File: src/rtl/hidden_layer_sequencer_if.sv
`default_nettype none
// ============================================================================
// Module   : hidden_layer_sequencer_if
// Purpose  : Control/datapath bundle between the hidden-layer sequencer and
//            the layer FSM, input buffer, weight ROM and accumulator.
// Revision : 1.0 - initial release
// ============================================================================
interface hidden_layer_sequencer_if #(
  parameter int N_INPUTS  = 32,
  parameter int N_NEURONS = 16,
  parameter int ADDR_W    = 10,
  parameter int DATA_W    = 10,
  parameter int ACC_W     = 24
);
  localparam int XW = $clog2(N_INPUTS);
  localparam int NW = (N_NEURONS > 1) ? $clog2(N_NEURONS) : 1;

  logic                     start;
  logic                     busy;
  logic                     done;
  logic [XW-1:0]            x_addr;
  logic [ADDR_W-1:0]        w_addr;
  logic                     acc_clr;
  logic                     acc_en;
  logic signed [ACC_W-1:0]  acc_in;
  logic                     out_valid;
  logic                     out_ready;
  logic signed [DATA_W-1:0] out_data;
  logic [NW-1:0]            out_idx;

  modport master (
    input  start, acc_in, out_ready,
    output busy, done, x_addr, w_addr, acc_clr, acc_en,
           out_valid, out_data, out_idx
  );

  modport slave (
    output start, acc_in, out_ready,
    input  busy, done, x_addr, w_addr, acc_clr, acc_en,
           out_valid, out_data, out_idx
  );
endinterface
`default_nettype wire

File: src/rtl/hidden_layer_sequencer.sv
`default_nettype none
// ============================================================================
// Module   : hidden_layer_sequencer
// Purpose  : Walks every neuron of the hidden layer through clear, address
//            streaming, accumulate and scaled/saturated hand-off.
//            Optional ReLU on the output: define HL_RELU_EN.
// Revision : 1.0 - initial release
// ============================================================================
module hidden_layer_sequencer #(
  parameter int N_INPUTS  = 32,
  parameter int N_NEURONS = 16,
  parameter int ADDR_W    = 10,
  parameter int DATA_W    = 10,
  parameter int ACC_W     = 24,
  parameter int SHIFT     = 4
) (
  input  logic                     Clock,
  input  logic                     Clear,
  hidden_layer_sequencer_if.master bus
);

  localparam int XW = $clog2(N_INPUTS);
  localparam int NW = (N_NEURONS > 1) ? $clog2(N_NEURONS) : 1;
  localparam logic signed [ACC_W-1:0] c_sat_max = ACC_W'(2**(DATA_W-1) - 1);
  localparam logic signed [ACC_W-1:0] c_sat_min = ~c_sat_max;

  typedef enum logic [2:0] {
    IDLE   = 3'd0,
    CLR    = 3'd1,
    RUN    = 3'd2,
    DRAIN1 = 3'd3,
    DRAIN2 = 3'd4,
    OUT    = 3'd5
  } state_t;

  state_t                   r_state;
  state_t                   w_next;
  logic [NW-1:0]            r_n;
  logic                     w_last_k;
  logic                     w_last_n;
  logic                     w_hs;
  logic [ADDR_W-1:0]        w_base;
  logic signed [ACC_W-1:0]  w_shift;
  logic signed [DATA_W-1:0] w_sat;
  logic signed [DATA_W-1:0] w_act;

  assign w_last_k = (bus.x_addr == XW'(N_INPUTS - 1));
  assign w_last_n = (r_n == NW'(N_NEURONS - 1));
  assign w_hs     = (r_state == OUT) && bus.out_ready;
  assign w_base   = ADDR_W'(r_n) * ADDR_W'(N_INPUTS);

  assign w_shift  = bus.acc_in >>> SHIFT;

  always_comb begin
    w_sat = w_shift[DATA_W-1:0];
    if (w_shift > c_sat_max) begin
      w_sat = c_sat_max[DATA_W-1:0];
    end else if (w_shift < c_sat_min) begin
      w_sat = c_sat_min[DATA_W-1:0];
    end
  end

`ifdef HL_RELU_EN
  assign w_act = w_sat[DATA_W-1] ? '0 : w_sat;
`else
  assign w_act = w_sat;
`endif

  always_comb begin
    w_next = r_state;
    case (r_state)
      IDLE:    if (bus.start) w_next = CLR;
      CLR:     w_next = RUN;
      RUN:     if (w_last_k) w_next = DRAIN1;
      DRAIN1:  w_next = DRAIN2;
      DRAIN2:  w_next = OUT;
      OUT:     if (bus.out_ready) w_next = w_last_n ? IDLE : CLR;
      default: w_next = IDLE;
    endcase
  end

  always_ff @(posedge Clock or negedge Clear) begin
    if (!Clear) begin
      r_state <= IDLE;
    end else begin
      r_state <= w_next;
    end
  end

  // Control strobes are registered from the next state so they line up with it.
  always_ff @(posedge Clock or negedge Clear) begin
    if (!Clear) begin
      bus.busy      <= 1'b0;
      bus.done      <= 1'b0;
      bus.acc_clr   <= 1'b0;
      bus.acc_en    <= 1'b0;
      bus.out_valid <= 1'b0;
      bus.x_addr    <= '0;
      bus.w_addr    <= '0;
      bus.out_data  <= '0;
      bus.out_idx   <= '0;
      r_n           <= '0;
    end else begin
      bus.busy      <= (w_next != IDLE);
      bus.done      <= w_hs && w_last_n;
      bus.acc_clr   <= (w_next == CLR);
      bus.acc_en    <= (r_state == RUN);
      bus.out_valid <= (w_next == OUT);

      if ((r_state == IDLE) && bus.start) begin
        bus.x_addr <= '0;
        bus.w_addr <= '0;
        r_n        <= '0;
      end else if (r_state == CLR) begin
        bus.x_addr <= '0;
        bus.w_addr <= w_base;
      end else if ((r_state == RUN) && !w_last_k) begin
        bus.x_addr <= bus.x_addr + XW'(1);
        bus.w_addr <= bus.w_addr + ADDR_W'(1);
      end

      // The last product lands in DRAIN1, so acc_in is final during DRAIN2.
      if (r_state == DRAIN2) begin
        bus.out_data <= w_act;
        bus.out_idx  <= r_n;
      end

      if (w_hs && !w_last_n) begin
        r_n <= r_n + NW'(1);
      end
    end
  end

endmodule
`default_nettype wire
File: src/flat_wrapper.sv
// flat-port wrapper written by rule: the top's interface ports become plain ports
module hidden_layer_sequencer_flat 
#(
  parameter int N_INPUTS  = 32,
  parameter int N_NEURONS = 16,
  parameter int ADDR_W    = 10,
  parameter int DATA_W    = 10,
  parameter int ACC_W     = 24,
  parameter int SHIFT     = 4
)
  (Clock, Clear, bus_start, bus_acc_in, bus_out_ready, bus_busy, bus_done, bus_x_addr, bus_w_addr, bus_acc_clr, bus_acc_en, bus_out_valid, bus_out_data, bus_out_idx);
  hidden_layer_sequencer_if #(.N_INPUTS(N_INPUTS), .N_NEURONS(N_NEURONS), .ADDR_W(ADDR_W), .DATA_W(DATA_W), .ACC_W(ACC_W)) bus_i ();
  input  logic Clock;
  input  logic Clear;
  input wire logic [$bits(bus_i.start)-1:0] bus_start;
  input wire logic [$bits(bus_i.acc_in)-1:0] bus_acc_in;
  input wire logic [$bits(bus_i.out_ready)-1:0] bus_out_ready;
  output wire logic [$bits(bus_i.busy)-1:0] bus_busy;
  output wire logic [$bits(bus_i.done)-1:0] bus_done;
  output wire logic [$bits(bus_i.x_addr)-1:0] bus_x_addr;
  output wire logic [$bits(bus_i.w_addr)-1:0] bus_w_addr;
  output wire logic [$bits(bus_i.acc_clr)-1:0] bus_acc_clr;
  output wire logic [$bits(bus_i.acc_en)-1:0] bus_acc_en;
  output wire logic [$bits(bus_i.out_valid)-1:0] bus_out_valid;
  output wire logic [$bits(bus_i.out_data)-1:0] bus_out_data;
  output wire logic [$bits(bus_i.out_idx)-1:0] bus_out_idx;
  assign bus_i.start = bus_start;
  assign bus_i.acc_in = bus_acc_in;
  assign bus_i.out_ready = bus_out_ready;
  assign bus_busy = bus_i.busy;
  assign bus_done = bus_i.done;
  assign bus_x_addr = bus_i.x_addr;
  assign bus_w_addr = bus_i.w_addr;
  assign bus_acc_clr = bus_i.acc_clr;
  assign bus_acc_en = bus_i.acc_en;
  assign bus_out_valid = bus_i.out_valid;
  assign bus_out_data = bus_i.out_data;
  assign bus_out_idx = bus_i.out_idx;
  hidden_layer_sequencer #(.N_INPUTS(N_INPUTS), .N_NEURONS(N_NEURONS), .ADDR_W(ADDR_W), .DATA_W(DATA_W), .ACC_W(ACC_W), .SHIFT(SHIFT)) u_core (.Clock(Clock), .Clear(Clear), .bus(bus_i));
endmodule
File: config.mk
export PLATFORM = sky130hd
export DESIGN_NAME = hidden_layer_sequencer_flat
export DESIGN_NICKNAME = d
export VERILOG_FILES = /design/src/rtl/hidden_layer_sequencer_if.sv /design/src/rtl/hidden_layer_sequencer.sv /design/src/flat_wrapper.sv
export SDC_FILE = /design/constraint.sdc
export NUM_CORES = 1
export LEC_CHECK = 0
export CAP_MARGIN = 20
export CORE_UTILIZATION = 40
export CTS_BUF_LIST = sky130_fd_sc_hd__clkbuf_8
export DETAILED_ROUTE_END_ITERATION = 10
export PLACE_DENSITY = 0.71
export SYNTH_ARGS = -nofsm -noshare
export SYNTH_HDL_FRONTEND = slang
export SYNTH_SLANG_ARGS = --single-unit
File: constraint.sdc
create_clock -name Clock -period 3.9 [get_ports Clock]
set_clock_uncertainty 0.15 [all_clocks]
set_input_delay 0.975 -clock Clock [delete_from_list [all_inputs] [get_ports Clock]]
set_output_delay 0.975 -clock Clock [all_outputs]
set_load 0.01 [all_outputs]
# Yosys cells after proc, flatten, opt, wreduce, memory -nomap -nowiden
# Cells that the tools add are included.
# word_totals
ff_bits	41
in_bits	28
out_inout_bits	34
word_cells	51
# op_classes
add_sub_neg	3
n_lt_le_gt_ge	2
n_eq_ne	9
mux	15
n_reduce_logical	11
# op_table
operator	n
$mux 10	5
$gt 20x10->1 const B	1
$lt 20x10->1 const B	1
$pmux 3 s6	1
$mux 5	3
$add 10x1->10 const B	1
$eq 3x3->1 const B	3
$mux 3	3
$mux 4	2
$eq 3x1->1 const B	2
$eq 3x2->1 const B	2
$reduce_bool 3->1	2
$add 5x1->5 const B	1
$eq 5x5->1 const B	1
$logic_and 1x1->1	5
$add 4x1->4 const B	1
$eq 4x4->1 const B	1
$logic_not 3->1	1
$logic_not 1->1	2
$reduce_bool 2->1	1
$mux 1	1

# Logic depth before layout (Yosys ltp)
# Gate-level depths: netlist of run 1.
# depth
word_depth	6
depth_mapped	8
depth_no_buf	7

# Worst setup path after synthesis of run 1
# Ideal clock, no wire load.
# synth_timing
kind	flip-flop to flip-flop
start	register u_core.bus.x_addr[0]
end	register u_core.bus.w_addr[9]
setup_time_ns	0.130
arrival_time_ns	2.111
required_ns	3.620
path_slack_ns	1.509
path_stages_with_launch	9
synth_period_minus_slack_ns	2.391
path_cell_list	dfrtp_1 ha_1 and3_1 ha_1 or4b_4 buf_6 nor4_4 xnor2_1 nor2_2
# synth_via
elab_chain_cells	4
# synth_rtl
item	line_no	source
from (decl)	hidden_layer_sequencer_if.sv:33	output busy, done, x_addr, w_addr, acc_clr, acc_en,
from (signal assigned)	hidden_layer_sequencer.sv:118	bus.x_addr <= bus.x_addr + XW'(1);
$eq 5x5->1	hidden_layer_sequencer.sv:47	assign w_last_k = (bus.x_addr == XW'(N_INPUTS - 1));
$logic_not 1->1	hidden_layer_sequencer.sv:117	end else if ((r_state == RUN) && !w_last_k) begin
$logic_and 1x1->1	hidden_layer_sequencer.sv:117	
$reduce_bool 3->1 (no line)	-	
to (signal assigned)	hidden_layer_sequencer.sv:116	bus.w_addr <= w_base;
to (signal assigned)	hidden_layer_sequencer.sv:119	bus.w_addr <= bus.w_addr + ADDR_W'(1);
to (decl)	hidden_layer_sequencer_if.sv:33	
# Every way passes these cells.
# A chain may end at the register's enable or synchronous reset.

# Final worst setup path of run 1
# layout_timing
start	register u_core.bus.w_addr[5]
end	output bus_w_addr[5]
# layout_lines
item	line_no	source
to (decl)	flat_wrapper.sv:21	output wire logic [$bits(bus_i.w_addr)-1:0] bus_w_addr;
# No word-level cell between the ends.

==> out/qor.txt, run 1 <==
========================================================================================
Status                                                                      finished, violations left
Violations in the final reports                                             design-rule violations
Area of the multi-input gates                                                  835.8 µm²
Gpl congestion                                                                    0.7761
Switching part of the total                                                       34.86%
Async set or reset register ratio after synthesis                                 100.0%
Placed wire-length estimate after detailed placement                            3.037 mm
Cell with the biggest individual delay on the critical path                 clkdlybuf4s50_1
Pin count of the biggest net entering global routing                                  42
Hold slack                                                                      326.2 ps
Max Root-Sink Buffers                                                                  2
Comb pwr share                                                                     40.2%
H-tree depth reported by CTS                                                           2
Total of buffers placed on input and output ports                                     57
Resized cells post-CTS                                                                 0
Final setup violating endpoints                                                        0
Drt first pass iters                                                                   7
Post-CTS Hold Buffers                                                                  0
CTS sink cnt                                                                          41
WL final                                                                        4.226 mm
Starting Density                                                                  42.98%
RSZ-0062 raised after global routing                                                  no
Most numerous cell types in the synthesized netlist                         dfrtp_1 (41), nand2_1 (23), nor2_1 (19)
Worst-path cell chain                                                       clkdlybuf4s50_1
Area contributors post-synth                                                dfrtp_1 (53%), o21ai_0 (4.7%), nand2_1 (4.5%), nor2_1 (3.7%), mux2_2 (3.5%)
Post-synth EDFFs                                                                       0
Number of standard cells after synthesis                                             189
Total Die Area                                                                  5089 µm²
P_sw                                                                            532.5 µW
Total congestion overflow after global routing                                         0
Share of power burned in the clock network                                         18.0%
Vias in the first global route                                                      1527
Distinct cell type count of the synthesized netlist                                   38
Flops & latches, synth                                                                41
Crit path buf inv count                                                                1
Routed vias/inst                                                                   5.368
Global-route total usage across every layer                                       18.41%
Cells after DPL                                                                      292
Number of maximum-capacitance constraint violations                                    0
Post-synth net total                                                                 221
Worst Setup Path Type                                                       register to output pin
Non-filler cells in the finished layout                                              299
Sum of negative setup slack                                                         0 ps
Number of buffers added for setup after CTS                                            0
Most common cell in the synthesized netlist                                      dfrtp_1
Antenna violations before repair                                                       0
Peak ir drop on the vdd network                                                 292.7 µV
Setup slack of the worst register-to-register path                               1450 ps
Category of cells accounting for the largest share of critical-path delay   buffers and inverters
Final Critical Period                                                            2462 ps
Clock latency on the worst-skew pair                                              290 ps
Pwr/cell area                                                               585.5 nW/µm²
Routed vias                                                                         1605
Count of fill cells added during filler insertion                                    407
Peak clock frequency supported by timing                                       406.2 MHz
CTS Buf Count                                                                          5
DRC violations left                                                                    2
Total I/O pin count                                                                   62
Per-instance average area after synthesis                                      10.18 µm²
Chip height                                                                     71.34 µm
Least-Margin Pin Slew                                                           885.9 ps
Violation count after the first detailed-routing iteration                            88
Share of the clock period used by the worst path                                  63.12%
Area inside the core boundary                                                   4474 µm²
Proportion of netlist area held by the largest area contributor                   53.35%
Count of endpoints failing hold in the final timing report                             0
Antenna Nets Post-Route                                                                0
Clock slew seen by the registers of the worst setup and hold paths                 70 ps
Int Pwr                                                                         995.1 µW
Layout cell share with drive strength beyond 1                                    8.502%
Antenna Diode Count                                                                    0
Area leader, netlist                                                             dfrtp_1
Root cell of the clock tree                                                     clkbuf_8
Average wire per standard cell                                                  14.13 µm
Net count of the finished layout                                                     279
Worst endpoint required time                                                     2770 ps
Global-route wire length before repair                                          7.072 mm
CTS tree                                                                           built
Cell area after technology mapping                                              1923 µm²
Post-synth top flop                                                              dfrtp_1
Synthesis-to-layout area growth                                                   35.65%
Row Count                                                                             24
Headroom to the max-slew limit                                                    40.94%
Die X-Extent                                                                    71.34 µm
Critical-path maximum fanout                                                           7
Count of warnings emitted by yosys                                                     0
Worst Path Arrival                                                               1340 ps
Static Leakage                                                               0.001153 µW
Register cell area after layout                                                 1026 µm²
Path category of the worst min-delay check                                  register to register
Worst Setup Start Kind                                                          register
Relative contribution of sequential cells to total power                           41.8%
Share of synthesized area occupied by flip-flops and latches                      53.35%
Max-slew violation count                                                               0
Crit-path max cell delay                                                          590 ps
Category of the worst setup path capture point                                output pin
========================================================================================
## layout by cell type (no fill, tap or decap), drive strengths merged, types with 5 or more instances in the layout
cell type,count
nor3,5
clkbuf,6
a21oi,10
nand3,5
nand2,23
inv,5
clkdlybuf4s50,56
nor4,6
o21ai,18
nor2,20
mux2,6
dfrtp,41
## power by group through the flow
stage / Clock [µW] / Combinational, µW / Sequential [µW]
2_1_floorplan: 0 / 335 / 653
3_3_place_gp: 0 / 612 / 642
3_5_place_dp: 0 / 621 / 646
4_1_cts: 284 / 623 / 638
5_1_grt: 303 / 679 / 656
6_report: 275 / 614 / 638
## layer usage
layer / part of all wire, % / up-vias / track usage, %
li1: - / 788 / -
met1: 45 / 772 / 22.61
met2: 48 / 41 / 29.84
met3: 6.1 / 4 / 6.188
met4: 1.5 / 0 / 7.556
met5: 0 / - / 0
## state kept, by name (all words and copies together), names as in the netlist
signal / flops
u_core.bus.busy: 1
u_core.bus.acc_en: 1
u_core.bus.acc_clr: 1
u_core.bus.out_valid: 1
u_core.bus.done: 1
u_core.bus.out_data: 10
u_core.r_n: 4
u_core.r_state: 3
u_core.bus.out_idx: 4
u_core.bus.w_addr: 10
u_core.bus.x_addr: 5
## final cells by class
cell class | count | area share (%)
clock buffers | 6 | 3.165
clock inverters | 1 | 0.1439
inverters | 4 | 0.5755
multi-input cells | 136 | 32.04
flip-flops and latches | 41 | 39.33
well taps | 52 | 2.494
repair buffers | 59 | 22.25
## kinds of logic (layout without fill, tap and decap cells)
family	after synthesis	in the layout	synth area share, %
buf+inv	12	70	3.188
compound gates	44	44	14.38
xor+xnor	5	5	2.278
mux	6	6	3.513
fa+ha+maj	4	4	2.603
simple gates	77	77	20.69
flops	41	41	53.35
## path summary, 6_finish.rpt
check	from	endpoint	cells past startpoint
min in group asynchronous	Clear	u_core.bus.out_data[6]$_DFFE_PN0P_	1
min	u_core.bus.out_data[7]$_DFFE_PN0P_	u_core.bus.out_data[7]$_DFFE_PN0P_	2
max reg2reg	u_core.bus.x_addr[0]$_DFFE_PN0P_	u_core.bus.w_addr[9]$_DFFE_PN0P_	7
max in group asynchronous	Clear	u_core.bus.w_addr[9]$_DFFE_PN0P_	1
max	u_core.bus.w_addr[5]$_DFFE_PN0P_	bus_w_addr[5]	1
min reg2reg	u_core.bus.out_data[7]$_DFFE_PN0P_	u_core.bus.out_data[7]$_DFFE_PN0P_	2
## metrics by stage
stage	power [µW]	utilization [%]	cell area, µm²	setup WS (ps)
after floorplan	988.3	-	1923	1509
after global placement	1254	56.38	2522	1166
after detailed placement	1267	56.38	2522	1158
after CTS	1544	58.31	2609	1422
after global routing	1638	58.31	2609	1313
final	1528	58.31	2609	1438
## worst reg2reg max path, stage by stage, from the launching register on
cell and delay [ps]:
dfrtp_1 420, ha_1 230, and3_1 190, ha_1 240, or4b_4 600, nor4_4 310
xnor2_1 170, nor2_2 50
(Power assumes the default switching activity.)
==> inputs of run 2 (changes only) <==
- clock period: 3.9 -> 2.3 ns (I/O delays scaled with it)
==> out/qor.txt, run 2 (synthesis results as in run 1) <==
=====================================================================================
Sum of negative setup slack                                                      0 ps
Least-Margin Pin Slew                                                        801.3 ps
Antenna violations before repair                                                    0
Peak clock frequency supported by timing                                    446.7 MHz
Antenna Diode Count                                                                 0
Worst Path Arrival                                                            2320 ps
Registers with the most flip-flops                                       u_core.bus.out_data: 10 flops, u_core.bus.w_addr: 10 flops, u_core.bus.x_addr: 5 flops
RSZ-0062 raised after global routing                                               no
Category of the worst setup path capture point                               register
Vias in the first global route                                                   1494
Global-route total usage across every layer                                    18.98%
CTS sink cnt                                                                       41
Final setup violating endpoints                                                     0
Violations in the final reports                                          design-rule violations
Global-route wire length before repair                                       7.438 mm
Path category of the worst min-delay check                               input pin to asynchronous set/reset pin
Total congestion overflow after global routing                                      0
WL final                                                                     4.617 mm
Switching part of the total                                                    34.75%
Peak ir drop on the vdd network                                              589.0 µV
Drt first pass iters                                                                7
Placed wire-length estimate after detailed placement                         3.326 mm
Share of the clock period used by the worst path                               97.34%
Total of buffers placed on input and output ports                                  57
Row Count                                                                          24
Post-CTS Hold Buffers                                                               0
CTS tree                                                                        built
Routed vias                                                                      1663
Critical register-to-register path startpoint                            u_core.bus.x_addr[0]$_DFFE_PN0P_
Total Die Area                                                               5089 µm²
Most frequent standard cell in the layout excluding fill and tap cells   clkdlybuf4s50_1
Layout cell share with drive strength beyond 1                                 14.67%
Area inside the core boundary                                                4474 µm²
H-tree depth reported by CTS                                                        2
Worst Slack Setup Final                                                      61.28 ps
Setup slack after placement                                                 -6.465 ps
Worst endpoint required time                                                  2380 ps
Setup slack of the worst register-to-register path                              60 ps
Hold slack                                                                   66.15 ps
Share of power burned in the clock network                                      19.2%
Net count of the finished layout                                                  290
Int Pwr                                                                       1798 µW
Critical-path maximum fanout                                                        6
Status                                                                   finished, violations left
Synthesis-to-layout area growth                                                42.29%
Violation count after the first detailed-routing iteration                        135
Pin count of the biggest net entering global routing                               23
Clock slew seen by the registers of the worst setup and hold paths              80 ps
Number of maximum-capacitance constraint violations                                 0
Average wire per standard cell                                               14.85 µm
Clock latency on the worst-skew pair                                           300 ps
Placement-stage cell area                                                    2580 µm²
Pwr/cell area                                                             1007 nW/µm²
Max-slew violation count                                                            0
Depth of the worst register-to-register path                                        6
Die X-Extent                                                                 71.34 µm
DRC violations left                                                                 2
Final Cell Area                                                              2736 µm²
Worst Setup Path Type                                                    register to register
Relative contribution of sequential cells to total power                        39.1%
Max Root-Sink Buffers                                                               2
Chip height                                                                  71.34 µm
Antenna Nets Post-Route                                                             0
Gpl congestion                                                                 0.8021
Routed vias/inst                                                                5.347
Final Critical Period                                                         2239 ps
CTS Buf Count                                                                       5
Leading cell types in the layout, fill and taps excluded                 clkdlybuf4s50_1 (56), dfrtp_1 (41), nand2_1 (23)
Count of endpoints failing hold in the final timing report                          0
Headroom to the max-slew limit                                                 46.33%
Worst Setup Start Kind                                                       register
Total I/O pin count                                                                62
Starting Density                                                               42.98%
Comb pwr share                                                                  41.7%
R2r endpoint                                                             u_core.bus.w_addr[3]$_DFFE_PN0P_
P_sw                                                                         957.7 µW
Root cell of the clock tree                                                  clkbuf_8
Static Leakage                                                            0.001205 µW
=====================================================================================
[run 2: changes by cell type in the layout (fill, tap and decap cells not counted), sizes merged]
cell	delta
buf	+11
clkbuf	+1
clkinv	+1
inv	-1
[run 2: worst max-delay path, cell delays in order (launching register included)]
cell and delay (ps):
dfrtp_1 390, ha_2 190, and3_4 180, ha_4 160, or4b_4 570, or3_1 370, a21oi_1 150
[run 2: how the worst max path moves through the flow]
stage | from | endpoint | cells after the start | slack [ps]
final | u_core.bus.x_addr[0]$_DFFE_PN0P_ | u_core.bus.w_addr[3]$_DFFE_PN0P_ | 6 | 60
after global routing | u_core.bus.x_addr[1]$_DFFE_PN0P_ | u_core.bus.w_addr[3]$_DFFE_PN0P_ | 6 | 10
after detailed placement | bus_acc_in[15] | u_core.bus.out_data[6]$_DFFE_PN0P_ | 5 | -6
after floorplan | u_core.bus.x_addr[0]$_DFFE_PN0P_ | u_core.bus.w_addr[7]$_DFFE_PN0P_ | 7 | 70
after CTS | u_core.bus.x_addr[1]$_DFFE_PN0P_ | u_core.bus.w_addr[3]$_DFFE_PN0P_ | 6 | 30
after global placement | bus_acc_in[14] | u_core.bus.out_data[0]$_DFFE_PN0P_ | 5 | 6
[run 2: power groups by stage]
stage	logic, µW	registers (µW)	clock network (µW)
finish	1150	1080	530
global route	1260	1110	569
CTS	1110	1080	542
detailed placement	1100	1090	0
global placement	1080	1080	0
floorplan	569	1110	0
[run 2: metal layers]
layer	global-route usage, %	part of all wire [%]	up-vias
met2	29.42	48	33
met1	25.96	47	810
met3	5.204	4.3	5
li1	-	-	815
met5	0	0	-
met4	6.000	1.2	0
[run 2: layout make-up]
| cell class | count | area, µm² |
|---|---|---|
| clock buffer | 7 | 96.34 |
| clock inverter | 1 | 5.005 |
| fill | 396 | 1738 |
| inverter | 4 | 15.01 |
| multi-input combinational | 136 | 862.1 |
| sequential | 41 | 1026 |
| tap | 52 | 65.06 |
| timing repair buffer | 70 | 666.9 |
[run 2: repair_timing]
action,4_1_cts,5_1_grt
setup endpoints to repair,0,4
gates resized for setup,0,6
buffers inserted,0,4
[run 2: through the flow]
stage,cells,utilization (%),power (µW)
4_1_cts,307,59.93,2730
3_3_place_gp,299,57.66,2167
5_1_grt,311,61.16,2940
2_1_floorplan,189,-,1677
6_report,311,61.16,2756
3_5_place_dp,299,57.66,2197
==> inputs of run 3 (changes only) <==
- CORE_UTILIZATION: 40 -> 47
- PLACE_DENSITY: 0.71 -> 0.81
==> out/qor.txt, run 3 (synthesis results as in run 1) <==
========================================================================================
Setup slack after placement                                                     1.905 ps
Starting Density                                                                  50.63%
Static Leakage                                                               0.001194 µW
Die X-Extent                                                                    65.97 µm
Pwr/cell area                                                               985.9 nW/µm²
Gpl congestion                                                                    0.8221
RSZ-0062 raised after global routing                                                 yes
Leading cell types in the layout, fill and taps excluded                    clkdlybuf4s50_1 (56), dfrtp_1 (41), nand2_1 (23)
Sum of negative setup slack                                                         0 ps
Antenna violations before repair                                                       0
Int Pwr                                                                          1703 µW
Final setup violating endpoints                                                        0
Layout cell share with drive strength beyond 1                                    13.73%
Least-Margin Pin Slew                                                           800.0 ps
Switching part of the total                                                       36.01%
Antenna Nets Post-Route                                                                0
Final Cell Area                                                                 2699 µm²
Worst endpoint required time                                                     2380 ps
Chip height                                                                     65.97 µm
Peak ir drop on the vdd network                                                 442.9 µV
Routed vias                                                                         1669
Clock latency on the worst-skew pair                                              290 ps
CTS sink cnt                                                                          41
Max-slew violation count                                                               0
Global-route total usage across every layer                                       22.07%
Category of the worst setup path capture point                                  register
Max Root-Sink Buffers                                                                  2
Headroom to the max-slew limit                                                    46.42%
Total Die Area                                                                  4351 µm²
Violation count after the first detailed-routing iteration                            94
Row Count                                                                             22
Clock slew seen by the registers of the worst setup and hold paths                 80 ps
Worst Setup Start Kind                                                          register
Cell with the biggest individual delay on the critical path                       or4b_4
Worst-path cell chain                                                       ha_2, and3_4, ha_4, or4b_4, or3_4, a21oi_2
Worst Slack Setup Final                                                         16.35 ps
WL final                                                                        4.528 mm
Critical-path maximum fanout                                                           6
Number of maximum-capacitance constraint violations                                    0
Synthesis-to-layout area growth                                                   40.34%
Relative contribution of sequential cells to total power                           41.0%
Routed vias/inst                                                                   5.508
Share of the clock period used by the worst path                                  99.29%
Peak clock frequency supported by timing                                       437.9 MHz
Status                                                                      finished, final reports clean
Total of buffers placed on input and output ports                                     57
Pin count of the biggest net entering global routing                                  17
Category of cells accounting for the largest share of critical-path delay   simple AND/OR/NAND/NOR gates
Path category of the worst min-delay check                                  input pin to asynchronous set/reset pin
Total I/O pin count                                                                   62
Net count of the finished layout                                                     286
Root cell of the clock tree                                                     clkbuf_8
Share of power burned in the clock network                                         16.9%
Worst Setup Path Type                                                       register to register
Placement-stage cell area                                                       2560 µm²
Comb pwr share                                                                     42.1%
Worst Path Arrival                                                               2360 ps
Most frequent standard cell in the layout excluding fill and tap cells      clkdlybuf4s50_1
H-tree depth reported by CTS                                                           2
CTS Buf Count                                                                          5
Crit-path max cell delay                                                          600 ps
Area inside the core boundary                                                   3799 µm²
Drt first pass iters                                                                   4
Vias in the first global route                                                      1574
Count of endpoints failing hold in the final timing report                             0
Global-route wire length before repair                                          7.189 mm
Registers with the most flip-flops                                          u_core.bus.out_data: 10 flops, u_core.bus.w_addr: 10 flops, u_core.bus.x_addr: 5 flops
CTS tree                                                                           built
Average wire per standard cell                                                  14.94 µm
Total congestion overflow after global routing                                         0
P_sw                                                                            958.0 µW
Placed wire-length estimate after detailed placement                            3.142 mm
Final Critical Period                                                            2284 ps
Crit path buf inv count                                                                0
Antenna Diode Count                                                                    0
DRC violations left                                                                    0
========================================================================================
run 3: power by group through the flow:
stage	Sequential, µW	Clock [µW]	Combinational [µW]
after floorplan	1110	0	569
after global placement	1080	0	1060
after detailed placement	1090	0	1090
after CTS	1080	458	1090
after global routing	1120	495	1230
final	1090	449	1120
run 3: path summary, 6_finish.rpt:
path	slack, ps	start	cells past startpoint	to
max in group asynchronous	1480	Clear	2	u_core.bus.x_addr[2]$_DFFE_PN0P_
min in group Clock	340	u_core.bus.out_data[4]$_DFFE_PN0P_	2	u_core.bus.out_data[4]$_DFFE_PN0P_
setup reg to reg	20	u_core.bus.x_addr[0]$_DFFE_PN0P_	6	u_core.bus.w_addr[3]$_DFFE_PN0P_
setup / recovery	20	u_core.bus.x_addr[0]$_DFFE_PN0P_	6	u_core.bus.w_addr[3]$_DFFE_PN0P_
hold reg to reg	340	u_core.bus.out_data[4]$_DFFE_PN0P_	2	u_core.bus.out_data[4]$_DFFE_PN0P_
hold / removal	20	Clear	1	u_core.bus.w_addr[1]$_DFFE_PN0P_
run 3: per-stage QoR:
step                      std cells  power, µW  hold WS [ps]  utilization [%]
after floorplan                 189       1677         129.4                -
after global placement          293       2145         310.6            67.39
after detailed placement        293       2183         325.4            67.39
after CTS                       301       2635         31.57            69.73
after global routing            303       2850         52.25            71.05
final                           303       2661         21.36            71.05
run 3: layout make-up:
| class | instances | area, µm² |
|---|---|---|
| tap | 48 | 60.06 |
| fill | 296 | 1100 |
| clock buffer | 5 | 68.82 |
| timing repair buffer | 65 | 625.6 |
| multi-input combinational | 137 | 889.6 |
| clock inverter | 3 | 13.76 |
| sequential | 41 | 1026 |
| inverter | 4 | 15.01 |
run 3: metal layers:
layer  share of wire [%]  GRT usage, %
met1                  45         29.06
met2                  49         35.33
met3                 4.3         5.172
met4                 1.1         7.979
met5                   0             0
run 3: repair_timing:
item	4_1_cts	5_1_grt
gates resized for setup	1	5
setup buffers	0	1
setup endpoints to repair	1	4
hold buffers	0	0
cloned	0	1
pin swaps	0	4
